**src/rtl/y86_pkg.sv**
```systemverilog
// rtl/y86_pkg.sv - shared Y86-64 ALU function codes, condition selectors and flag layout
// Optional feature macro: Y86_CC_CARRY_EN (adds CF as the low flag bit, CC_W=4).
package y86_pkg;

    localparam logic [1:0] ALUFUN_ADD = 2'd0;
    localparam logic [1:0] ALUFUN_SUB = 2'd1;
    localparam logic [1:0] ALUFUN_AND = 2'd2;
    localparam logic [1:0] ALUFUN_XOR = 2'd3;

    localparam logic [3:0] C_ALWAYS = 4'd0;
    localparam logic [3:0] C_LE     = 4'd1;
    localparam logic [3:0] C_L      = 4'd2;
    localparam logic [3:0] C_E      = 4'd3;
    localparam logic [3:0] C_NE     = 4'd4;
    localparam logic [3:0] C_GE     = 4'd5;
    localparam logic [3:0] C_G      = 4'd6;
    localparam logic [3:0] C_B      = 4'd7;

`ifdef Y86_CC_CARRY_EN
    localparam int CC_W   = 4;
    localparam int ZF_BIT = 3;
    localparam int SF_BIT = 2;
    localparam int OF_BIT = 1;
    localparam int CF_BIT = 0;
`else
    localparam int CC_W   = 3;
    localparam int ZF_BIT = 2;
    localparam int SF_BIT = 1;
    localparam int OF_BIT = 0;
`endif

endpackage

```
**src/rtl/y86_cond_eval.sv**
```systemverilog
// rtl/y86_cond_eval.sv - combinational jXX/cmovXX condition evaluation from committed flags
// Ports: ifun (condition selector), cc (committed flags, layout from y86_pkg), cnd (condition true).
// Optional feature macro: Y86_CC_CARRY_EN (ifun 7 = CF, unsigned-below).
module y86_cond_eval
    import y86_pkg::*;
(
    input  logic [3:0]      ifun,
    input  logic [CC_W-1:0] cc,
    output logic            cnd
);

    logic zf;
    logic lt;

    assign zf = cc[ZF_BIT];
    // Signed "less than": the sign is wrong exactly when the operation overflowed.
    assign lt = cc[SF_BIT] ^ cc[OF_BIT];

    always_comb begin
        cnd = 1'b0;
        case (ifun)
            C_ALWAYS: cnd = 1'b1;
            C_LE:     cnd = lt | zf;
            C_L:      cnd = lt;
            C_E:      cnd = zf;
            C_NE:     cnd = ~zf;
            C_GE:     cnd = ~lt;
            C_G:      cnd = ~lt & ~zf;
`ifdef Y86_CC_CARRY_EN
            C_B:      cnd = cc[CF_BIT];
`endif
            default:  cnd = 1'b0;
        endcase
    end

endmodule

```
**src/rtl/y86_cc_unit.sv**
```systemverilog
// rtl/y86_cc_unit.sv - execute-stage condition-code register with flag derivation and branch condition
// Ports: clk, rst_n (async active-low); alu_a/alu_b/alu_y/alufun from the ALU; set_cc, m_stat_bad,
//        w_stat_bad, e_stall pipeline control; e_ifun condition selector; cc_q committed flags,
//        e_cnd condition result, cc_upd one-cycle pulse after each flag write.
// Optional feature macro: Y86_CC_CARRY_EN (cc_q gains CF, one W+1 adder for carry/borrow).
module y86_cc_unit
    import y86_pkg::*;
#(
    parameter int         W        = 64,
    parameter logic [2:0] CC_RESET = 3'b100
) (
    input  logic            clk,
    input  logic            rst_n,
    input  logic [W-1:0]    alu_a,
    input  logic [W-1:0]    alu_b,
    input  logic [W-1:0]    alu_y,
    input  logic [1:0]      alufun,
    input  logic            set_cc,
    input  logic            m_stat_bad,
    input  logic            w_stat_bad,
    input  logic            e_stall,
    input  logic [3:0]      e_ifun,
    output logic [CC_W-1:0] cc_q,
    output logic            e_cnd,
    output logic            cc_upd
);

    logic            zf_n;
    logic            sf_n;
    logic            of_n;
    logic [CC_W-1:0] cc_n;
    logic            commit;

    assign zf_n = (alu_y == '0);
    assign sf_n = alu_y[W-1];

    // Overflow from sign bits only; sub computes y = b - a, hence the operand roles swap.
    always_comb begin
        of_n = 1'b0;
        case (alufun)
            ALUFUN_ADD: of_n = (alu_a[W-1] == alu_b[W-1]) && (alu_y[W-1] != alu_a[W-1]);
            ALUFUN_SUB: of_n = (alu_a[W-1] != alu_b[W-1]) && (alu_y[W-1] != alu_b[W-1]);
            default:    of_n = 1'b0;
        endcase
    end

`ifdef Y86_CC_CARRY_EN
    logic         is_sub;
    logic [W:0]   carry_sum;
    logic         cf_n;

    // b + ~a + 1 sets bit W exactly when b >= a, so borrow is its inverse.
    assign is_sub    = (alufun == ALUFUN_SUB);
    assign carry_sum = {1'b0, alu_b} + {1'b0, (is_sub ? ~alu_a : alu_a)} + {{W{1'b0}}, is_sub};

    always_comb begin
        cf_n = 1'b0;
        case (alufun)
            ALUFUN_ADD: cf_n = carry_sum[W];
            ALUFUN_SUB: cf_n = ~carry_sum[W];
            default:    cf_n = 1'b0;
        endcase
    end

    localparam logic [CC_W-1:0] CC_INIT = {CC_RESET, 1'b0};
    assign cc_n = {zf_n, sf_n, of_n, cf_n};
`else
    localparam logic [CC_W-1:0] CC_INIT = CC_RESET;
    assign cc_n = {zf_n, sf_n, of_n};

    // Only the operand sign bits matter without the carry adder.
    logic unused_operand_bits;
    assign unused_operand_bits = ^{alu_a[W-2:0], alu_b[W-2:0]};
`endif

    // A faulting older instruction in M or W must not let a younger OPq change flags.
    assign commit = set_cc & ~m_stat_bad & ~w_stat_bad & ~e_stall;

    always_ff @(posedge clk or negedge rst_n) begin
        if (!rst_n) begin
            cc_q   <= CC_INIT;
            cc_upd <= 1'b0;
        end else begin
            cc_upd <= commit;
            if (commit) begin
                cc_q <= cc_n;
            end
        end
    end

    y86_cond_eval u_cond_eval (
        .ifun (e_ifun),
        .cc   (cc_q),
        .cnd  (e_cnd)
    );

endmodule

```
**config.mk**
```make
export PLATFORM = sky130hd
export DESIGN_NAME = y86_cc_unit
export DESIGN_NICKNAME = d
export VERILOG_FILES = /design/src/rtl/y86_pkg.sv /design/src/rtl/y86_cond_eval.sv /design/src/rtl/y86_cc_unit.sv
export SDC_FILE = /design/constraint.sdc
export NUM_CORES = 1
export LEC_CHECK = 0
export BUFFER_PORTS_ARGS = -buffer_cell sky130_fd_sc_hd__buf_2
export CAP_MARGIN = 0
export CORE_AREA = 2 2 82 84
export DETAILED_ROUTE_END_ITERATION = 16
export DIE_AREA = 0 0 84 86
export GPL_TIMING_DRIVEN = 0
export HOLD_SLACK_MARGIN = 0.12
export MAX_ROUTING_LAYER = met4
export PLACE_DENSITY_LB_ADDON = 0.05
export SYNTH_ARGS = -nofsm -noshare
export SYNTH_HDL_FRONTEND = slang
export SYNTH_SLANG_ARGS = --single-unit
```
**constraint.sdc**
```tcl
create_clock -name clk -period 2.4 [get_ports clk]
set_clock_uncertainty 0.15 [all_clocks]
set_input_delay 0.12 -clock clk [delete_from_list [all_inputs] [get_ports clk]]
set_output_delay 0.12 -clock clk [all_outputs]
set_load 0.1 [all_outputs]
```
# Yosys cells after proc, flatten, opt, wreduce, memory -nomap -nowiden
# Cells that the tools add are included.
# totals
regBits,4
latch_bits,0
ram_bits,0
mem_bits_ro,0
in_bits,204
out_inout_bits,5
elab_cells,31
n_memories,0
# classes
add_sub_neg,0
n_mul,0
div_mod_pow,0
magnitude_cmp,0
eq_ne,11
shift,0
muxes,2
bitwise_logic,11
reduce_logical,5
# ops
cell,count
64-bit zero test,1
4-bit by 3-bit == test with 1-bit output (second input constant),3
4-bit by 2-bit == test with 1-bit output (second input constant),2
1-bit case mux with 7 select lines,1
1-bit NOT,5
1-bit AND,4
4-bit by 1-bit == test with 1-bit output (second input constant),1
4-bit zero test,1
1-bit != test,3
2-bit by 1-bit == test with 1-bit output (second input constant),1
1-bit logical AND,2
2-bit zero test,1
1-bit case mux with 2 select lines,1
1-bit == test,1
1-bit bitwise OR,1
1-bit XOR,1

# Longest topological paths before layout
# Gate-level depths: netlist (run 1).
# logic_depth
ltp_word,4
depth_mapped,4
mapped_depth_nobuf,4

# Modules after synthesis
# Synthesis (run 1) repeated with hierarchy kept, for this count alone.
# hier_totals
cells_unflattened,49
hier_area_um2,415.4
# by_module_without_submodules
mod,n_inst,cells_per_inst,area_each_um2,seq_area_each_um2
y86_cc_unit,1,39,334.1,101.3
y86_cond_eval,1,10,81.3,0.0

# Worst setup path before layout (run 1)
# Ideal clock, no wire load.
# synth_timing
kind,flip-flop to output port
start,register cc_q[0]
end,output e_cnd
arrival_time_ps,3197
required_time_ps,2130
slack_ps,-1067
stages_incl_launch_ff,5
path_buffers,0
cell_sequence,dfrtp_1 xnor2_1 maj3_1 o32a_1 a21oi_1
# synth_between
elab_chain_len,4
word_cells_on_any_way,5
classes_between,mux (1); bitwise (4)
# synth_lines
element,line,text
from (decl),y86_cc_unit.sv:23,"output logic [CC_W-1:0] cc_q,"
from (signal assigned),y86_cc_unit.sv:86,cc_q <= cc_n;
1-bit XOR (*),y86_cond_eval.sv:17,assign lt = cc[SF_BIT] ^ cc[OF_BIT];
1-bit NOT,"y86_cond_eval.sv:27, y86_cond_eval.sv:28",
1-bit AND,y86_cond_eval.sv:28,C_G: cnd = ~lt & ~zf;
1-bit case mux with 7 select lines (*),y86_cond_eval.sv:21,case (ifun)
to (decl),y86_cc_unit.sv:24,"output logic e_cnd,"
# Mark *: on every way between the ends. The rest lies on a longest branch, timed or not.

# Worst setup path in the final report (run 1)
# layout_timing
start,input alu_y[54]
end,register cc_q[2]
# layout_between
elab_chain_len,1
# layout_lines
element,line,text
from (decl),y86_cc_unit.sv:16,"input logic [W-1:0] alu_y,"
64-bit zero test,y86_cc_unit.sv:34,assign zf_n = (alu_y == '0);
# No other way between the ends.
# A chain may end at the register's enable or synchronous reset.

==> results.json, run 1 <==
{
  "ir_drop_mv": 0.1029,
  "die_h_um": 86,
  "grt_max_degree": 6,
  "setup_viol": 0,
  "overflow": 0,
  "hold_viol_final": 0,
  "drt_iter0_markers": 9,
  "cp_cell_sequence": "dlygate4sd3_1 -> buf_2 -> nor4_1 -> dlygate4sd3_1 -> nand2_1 -> or4_1 -> o21ai_2",
  "powerDensity_nw_per_um2": 378.1,
  "pre_cts_slack_ps": 370.3,
  "cts_buffer_depth": 2,
  "rsz0062_at_grt": "no",
  "crit_required_ps": 2390,
  "antenna_found_initial": 1,
  "slew_headroom": 0.6731,
  "netlist_area_um2": 394.1,
  "tritoncts": "done",
  "ys_warn_count": 0,
  "p_int_uw": 266.5,
  "swShare": 0.3450,
  "r2r-end": "cc_q[2]$_DFFE_PN1P_",
  "synth-seq-cells": 4,
  "power.share.clock": 0.363,
  "syn_to_final_growth_pct": 173.0,
  "critPathLaunchType": "primary input",
  "wl_per_cell_um": 10.27,
  "vias": 805,
  "grt_pass1_vias": 892,
  "viasPerCell": 3.610,
  "drc": 0,
  "syn-num-nets": 252,
  "path_clk_slew_ps": 30,
  "yosysSeqAreaShare": 0.2571,
  "synthCells": 48,
  "r2r-start": "cc_q[2]$_DFFE_PN1P_",
  "synth_cell_type_count": 20,
  "final_common_cell": "buf_2",
  "cts_buffers": 3,
  "hold_path_class": "primary input to flop",
  "hold_depth": 5,
  "dpl_cell_area_um2": 914.6,
  "nNetsFinal": 350,
  "synth_top_area_cell": "dfrtp_1",
  "worstSetupPathType": "primary input to flop",
  "design_area_um2": 1076,
  "synth_area_leaders": "dfrtp_1 (19%), nor4_1 (19%), nor4_2 (13%), dfstp_2 (6.7%), nand2_1 (6.7%)",
  "period_share": 0.9536,
  "first_pass_iters": 2,
  "endpoint_kind": "flop",
  "worstPathArrival_ps": 2280,
  "holdCritStartpoint": "alu_y[4]",
  "syn_area_per_cell_um2": 8.211,
  "mostFrequentLayoutCells": "buf_2 (82), nor4_1 (12), dlygate4sd3_1 (11)",
  "comb_power_share": 0.443,
  "crit_top_cell": "dlygate4sd3_1",
  "initial_utilization": 0.06279,
  "reg2reg_slack_ps": 1490,
  "fin_crit_ps": 2289,
  "grt_pass1_wl_um": 3525,
  "gp_congestion": 0.8232,
  "htreeDepth": 1,
  "finalPower_uw": 406.8,
  "cts_setup_buffers": 0,
  "worstMarginPinSlew_ps": 493.8,
  "max_cap_violations": 0,
  "status": "finished, final reports clean",
  "clkSinkCount": 4,
  "setup_tns_ps": 0,
  "hold_end": "cc_q[2]$_DFFE_PN1P_",
  "p_leak_nw": 0.5155,
  "seqPwrFrac": 0.194,
  "die_w_um": 84,
  "p_sw_uw": 140.4,
  "ff2ff_path_depth": 2,
  "finalMaxSlewViolations": 0,
  "io_pins": 209,
  "slowest_stage": "dlygate4sd3_1",
  "final.setup.worst_slack_ps": 111.4,
  "portBuffers": 82,
  "drive_gt1_frac": 0.6552,
  "rows": 29,
  "critPathMaxStageDelay_ps": 590,
  "die-area_um2": 7224,
  "clkLatencyLatePin_ps": 220,
  "cts-root-buf": "clkbuf_8",
  "crit_fanout": 1,
  "core_um2": 6277,
  "routed_wl_um": 2290,
  "synth_top_area_frac": 0.1905,
  "grt_use_total": 0.06410,
  "fmax_ghz": 0.4369,
  "ant_nets": 0
}
[power groups by stage]
stage | Sequential [mW] | Clock (mW) | Combinational, mW
floorplan | 0.119 | 0 | 0.0488
global placement | 0.0804 | 0 | 0.169
detailed placement | 0.0804 | 0 | 0.172
CTS | 0.0796 | 0.152 | 0.183
global route | 0.0805 | 0.161 | 0.193
finish | 0.0791 | 0.148 | 0.180
[cell families after synthesis]
logic type	synth area share
XOR/XNOR	0.04445
flip-flops	0.2571
AND/OR/NAND/NOR	0.5302
AO/OA/AOI/OAI	0.1238
buffers and inverters	0.01905
adder cells (fa/ha/maj)	0.02540
[routing by layer]
metal / wire length [um] / up-vias / track usage / share of wire
met1: 812 / 341 / 0.05920 / 0.35
met3: 407 / 0 / 0.03561 / 0.18
met4: 0 / 0 / 0.01760 / 0
met2: 1070 / 71 / 0.1149 / 0.47
li1: - / 393 / - / -
met5: 0 / - / - / 0
[registers in the layout, summed over array words and instances (netlist names)]
signal,cells
cc_q,3
cc_upd,1
[cell type report]
type                       instances  area, um2
clock buffer                       4      45.04
multi-input combinational         42      300.3
antenna                            1      2.502
tap                               77      96.34
timing repair buffer              93      520.5
inverter                           2      7.507
fill                             718       5201
sequential                         4      103.9
[metrics by stage]
| stage | hold WS (ps) | util | std cells |
|---|---|---|---|
| after detailed placement | -220.9 | 0.1457 | 207 |
| final | 110.8 | 0.1714 | 223 |
| after CTS | 125.4 | 0.1704 | 222 |
| after floorplan | -325.6 | - | 48 |
| after global routing | 153.6 | 0.1714 | 223 |
| after global placement | -217.3 | 0.1457 | 207 |
[Yosys cell counts]
master and number:
nand2_1 7, nor2_1 1, o31ai_1 1, nor4_2 4
nor2b_1 2, nand3_1 1, xnor2_1 2, nand4_1 3
maj3_1 1, o21ai_1 1, a21oi_1 2, or4b_1 1
dfstp_2 1, nor4_1 12, or4_1 1, a22oi_1 1
o32a_1 1, a31o_2 1, dfrtp_1 3, inv_1 2
[critical path, delay by kind of cell]
kind	cells	cell delay, ps
buffers and inverters	3	1240
AND/OR/NAND/NOR	3	800
AO/OA/AOI/OAI	1	130
[what timing repair did]
item                       CTS  global route
setup endpoints to repair    0             1
hold endpoints to repair     7             0
resized for setup            0             1
hold buffers                11             0
[worst max-delay path by stage]
stage          slack [ps]             endpoint                 from  cells past startpoint
6_report              110  cc_q[2]$_DFFE_PN1P_            alu_y[54]                      7
3_3_place_gp          400                e_cnd  cc_q[0]$_DFFE_PN0P_                      5
5_1_grt                10  cc_q[2]$_DFFE_PN1P_            alu_y[37]                      7
3_5_place_dp          370                e_cnd  cc_q[0]$_DFFE_PN0P_                      5
4_1_cts                90  cc_q[2]$_DFFE_PN1P_            alu_y[37]                      7
2_1_floorplan         120                e_cnd  cc_q[0]$_DFFE_PN0P_                      4
Power figures use the tool's default switching activity.
==> inputs of run 2 (changes only) <==
--- a/config.mk
+++ b/config.mk
@@ -12,7 +12,6 @@
 export DIE_AREA = 0 0 84 86
 export GPL_TIMING_DRIVEN = 0
 export HOLD_SLACK_MARGIN = 0.12
-export MAX_ROUTING_LAYER = met4
 export PLACE_DENSITY_LB_ADDON = 0.05
 export SYNTH_ARGS = -nofsm -noshare
 export SYNTH_HDL_FRONTEND = slang
==> results.json, run 2 (synthesized netlist as in run 1, its figures left out) <==
{
  "status": "finished, final reports clean",
  "endpoint_kind": "flop",
  "finalPower_uw": 406.8,
  "swShare": 0.3449,
  "nNetsFinal": 350,
  "dp_cells": 207,
  "syn_to_final_growth_pct": 172.4,
  "wl_per_cell_um": 10.27,
  "hold_viol_final": 0,
  "tritoncts": "done",
  "regMostFlops": "cc_q",
  "die_h_um": 86,
  "drive_gt1_frac": 0.6552,
  "cts-root-buf": "clkbuf_8",
  "worstMarginPinSlew_ps": 493.8,
  "p_int_uw": 266.5,
  "initial_utilization": 0.06279,
  "ant_nets": 0,
  "overflow": 0,
  "n_antenna_cell": 0,
  "drt_iter0_markers": 9,
  "ir_drop_mv": 0.1029,
  "seqPwrFrac": 0.194,
  "final-seq-area_um2": 103.9,
  "viasPerCell": 3.617,
  "core_um2": 6277,
  "comb_power_share": 0.442,
  "largest_register_ffs": 3,
  "mostFrequentLayoutCells": "buf_2 (82), nor4_1 (12), dlygate4sd3_1 (11)",
  "die_w_um": 84,
  "fmax_ghz": 0.4373,
  "portBuffers": 82,
  "p_sw_uw": 140.3,
  "finalMaxSlewViolations": 0,
  "worstSetupPathType": "primary input to flop",
  "first_pass_iters": 2,
  "hold_path_class": "primary input to flop",
  "gp_congestion": 0.8112,
  "htreeDepth": 1,
  "final_common_cell": "buf_2",
  "clkLatencyLatePin_ps": 220,
  "rsz0062_at_grt": "no",
  "largestRegisters": "cc_q x3, cc_upd x1",
  "crit_required_ps": 2390,
  "vias": 803,
  "routed_wl_um": 2281,
  "grt_pass1_wl_um": 3546,
  "drc": 0,
  "period_share": 0.9528,
  "max_cap_violations": 0,
  "antenna_found_initial": 1,
  "grt_pass1_vias": 889,
  "multi_input_area_um2": 300.3,
  "rows": 29,
  "cts_setup_buffers": 0,
  "p_leak_nw": 0.5155,
  "die-area_um2": 7224,
  "grt_use_total": 0.06226,
  "crit_fanout": 1,
  "clkSinkCount": 4,
  "powerDensity_nw_per_um2": 378.9,
  "io_pins": 209,
  "critPathLaunchType": "primary input",
  "slew_headroom": 0.6731,
  "power.share.clock": 0.363,
  "fin_crit_ps": 2287,
  "cts_buffer_depth": 2,
  "path_clk_slew_ps": 30,
  "final_cell_count_no_fill": 222,
  "worstPathArrival_ps": 2280,
  "cts_buffers": 3,
  "setup_viol": 0,
  "setup_tns_ps": 0,
  "fill_cells": 718,
  "grt_max_degree": 6
}
## run 2: final timing paths
path	start	endpoint	slack (ps)	depth (start not counted)
worst max-delay path	alu_y[54]	cc_q[2]$_DFFE_PN1P_	110	7
worst min-delay path	alu_y[4]	cc_q[2]$_DFFE_PN1P_	110	5
worst max register to register	cc_q[2]$_DFFE_PN1P_	cc_q[2]$_DFFE_PN1P_	1490	2
worst min register to register	cc_q[1]$_DFFE_PN0P_	cc_q[1]$_DFFE_PN0P_	350	2
max in group asynchronous	rst_n	cc_q[0]$_DFFE_PN0P_	1270	3
min in group asynchronous	rst_n	cc_q[2]$_DFFE_PN1P_	250	2
## run 2: worst max-delay path: stages
cell and delay [ps]:
dlygate4sd3_1 530, buf_2 120, nor4_1 230, dlygate4sd3_1 590, nand2_1 50, or4_1 520
o21ai_2 130
## run 2: per-layer routing
metal	wire length [um]	global-route usage	part of all wire	vias to the layer above
met1	744	0.05345	0.33	341
met5	0	0	0	-
met2	1064	0.1149	0.47	71
li1	-	-	-	391
met3	472	0.04524	0.21	0
met4	0	0.01760	0	0
## run 2: power groups by stage
| stage | clock network [mW] | registers (mW) | logic [mW] |
|---|---|---|---|
| 2_1_floorplan | 0 | 0.119 | 0.0488 |
| 3_3_place_gp | 0 | 0.0804 | 0.169 |
| 3_5_place_dp | 0 | 0.0804 | 0.172 |
| 4_1_cts | 0.152 | 0.0796 | 0.183 |
| 5_1_grt | 0.161 | 0.0805 | 0.193 |
| 6_report | 0.148 | 0.0791 | 0.180 |
## run 2: area by class of cell
cell class | instances | area share
Clock buffer | 4 | 0.04196
Tap cell | 77 | 0.08974
Timing Repair Buffer | 93 | 0.4848
Multi-Input combinational cell | 42 | 0.2797
Sequential cell | 4 | 0.09674
Inverter | 2 | 0.006993
## run 2: stage by stage
step | hold WS, ps | utilization | area (um2) | setup WS (ps)
6_report | 109.4 | 0.1710 | 1074 | 113.2
3_5_place_dp | -220.9 | 0.1457 | 914.6 | 370.3
4_1_cts | 125.4 | 0.1704 | 1070 | 91.31
3_3_place_gp | -217.3 | 0.1457 | 914.6 | 404.8
2_1_floorplan | -325.6 | - | 407.9 | 118.2
5_1_grt | 153.6 | 0.1710 | 1074 | 10.77
## run 2: what timing repair did
action | in CTS | in global routing
endpoints found under the hold margin | 7 | 0
setup endpoints to repair | 0 | 1
hold buffers | 11 | 0
resized for setup | 0 | 1
==> inputs of run 3 (changes only) <==
--- a/config.mk
+++ b/config.mk
@@ -12,7 +12,6 @@
 export DIE_AREA = 0 0 84 86
 export GPL_TIMING_DRIVEN = 0
 export HOLD_SLACK_MARGIN = 0.12
-export PLACE_DENSITY_LB_ADDON = 0.05
 export SYNTH_ARGS = -nofsm -noshare
 export SYNTH_HDL_FRONTEND = slang
 export SYNTH_SLANG_ARGS = --single-unit
==> results.json, run 3 (synthesized netlist as in run 1, its figures left out) <==
{
  "first_pass_iters": 4,
  "cts_buffer_depth": 2,
  "crit_required_ps": 2130,
  "path_clk_slew_ps": 30,
  "portBuffers": 82,
  "p_leak_nw": 0.4856,
  "worstMarginPinSlew_ps": 486.9,
  "ant_nets": 0,
  "drt_iter0_markers": 4,
  "syn_to_final_growth_pct": 160.3,
  "critPathLaunchType": "flop",
  "n_antenna_cell": 0,
  "gp_congestion": 0.7580,
  "cts-root-buf": "clkbuf_8",
  "cts_buffers": 3,
  "fill_cells": 711,
  "io_pins": 209,
  "final_common_cell": "buf_2",
  "rows": 29,
  "fin_crit_ps": 2233,
  "die_h_um": 86,
  "hold_path_class": "primary input to flop",
  "clkLatencyLatePin_ps": 220,
  "use_met3": 0.01444,
  "grt_max_degree": 6,
  "rsz0062_at_grt": "no",
  "core_um2": 6277,
  "routed_wl_um": 2168,
  "powerDensity_nw_per_um2": 392.4,
  "grt_most_used_layer": "met2",
  "period_share": 0.9304,
  "overflow": 0,
  "die_w_um": 84,
  "hpwl_um": 1994,
  "drive_gt1_frac": 0.6786,
  "ir_drop_mv": 0.3457,
  "postLayoutCoreUtil": 0.1634,
  "clkSinkCount": 4,
  "status": "finished, final reports clean",
  "largest_register_ffs": 3,
  "final-seq-area_um2": 103.9,
  "antenna_found_initial": 0,
  "tritoncts": "done",
  "use_met2": 0.1091,
  "max_cap_violations": 0,
  "mostFrequentLayoutCells": "buf_2 (82), nor4_1 (11), nand2_1 (7)",
  "use_met1": 0.06605,
  "finalMaxSlewViolations": 0,
  "setup_viol": 0,
  "die-area_um2": 7224,
  "multi_input_area_um2": 302.8,
  "drc": 0,
  "vias": 764,
  "grt_use_total": 0.05803,
  "wl_per_cell_um": 9.991,
  "viasPerCell": 3.521,
  "endpoint_kind": "output port",
  "hold_viol_final": 0,
  "htreeDepth": 1,
  "grt_pass1_vias": 706,
  "initial_utilization": 0.06279,
  "worstPathArrival_ps": 1960,
  "regMostFlops": "cc_q",
  "nNetsFinal": 345,
  "fmax_ghz": 0.4478,
  "grt_pass1_wl_um": 3291,
  "setup_tns_ps": 0,
  "slew_headroom": 0.6777,
  "crit_fanout": 3,
  "worstSetupPathType": "flop to output port",
  "largestRegisters": "cc_q x3, cc_upd x1"
}
[run 3: changes by cell type in the layout (fill, tap and decap cells not counted), sizes merged]
cell / previous run / this run
dlygate4sd3: 11 / 6
[run 3: routing by layer]
metal	part of all wire	vias up
li1	-	381
met1	0.40	316
met2	0.47	67
met3	0.12	0
met4	0	0
met5	0	-
[run 3: power by group]
part | internal [mW] | switching, mW | total (mW)
Clock | 0.113 | 0.0342 | 0.148
Combinational | 0.0753 | 0.101 | 0.176
Sequential | 0.0743 | 0.00440 | 0.0787
[run 3: final timing paths]
check,startpoint,to,slack (ps),cells after the start
max in group asynchronous,rst_n,cc_q[1]$_DFFE_PN0P_,1260,3
max,cc_q[0]$_DFFE_PN0P_,e_cnd,170,5
max reg2reg,cc_q[2]$_DFFE_PN1P_,cc_q[2]$_DFFE_PN1P_,1510,2
min,alu_y[62],cc_q[2]$_DFFE_PN1P_,130,5
min in group asynchronous,rst_n,cc_q[2]$_DFFE_PN1P_,240,2
min reg2reg,cc_q[2]$_DFFE_PN1P_,cc_q[2]$_DFFE_PN1P_,340,2
[run 3: metrics by stage]
step | instance area (um2) | hold WS [ps] | power, mW | setup WS (ps) | std cells
finish | 1026 | 134.2 | 0.4026 | 167.1 | 217
global route | 1026 | 169.4 | 0.4272 | 83.84 | 217
CTS | 1030 | 134.7 | 0.4096 | 51.29 | 218
detailed placement | 914.6 | -220.2 | 0.2500 | 395.3 | 207
global placement | 914.6 | -222.3 | 0.2466 | 434.1 | 207
floorplan | 407.9 | -325.6 | 0.1681 | 118.2 | 48
[run 3: critical path, stage by stage, from the launching register on]
cell and delay [ps]:
dfrtp_2 410, xnor2_1 170, maj3_1 370, o32a_1 220
a21oi_4 140, buf_2 430
[run 3: final cells by class]
cell class,instances,share of cell area
multi-input combinational,42,0.2951
tap,77,0.09390
inverter,2,0.007317
clock buffer,4,0.04390
timing repair buffer,88,0.4585
sequential,4,0.1012
[run 3: timing repair]
item                                    4_1_cts  5_1_grt
resized for setup                             0        1
hold buffers                                  7        0
hold endpoints to repair                      7        0
endpoints found under the setup margin        0        1
setup buffers                                 0        0
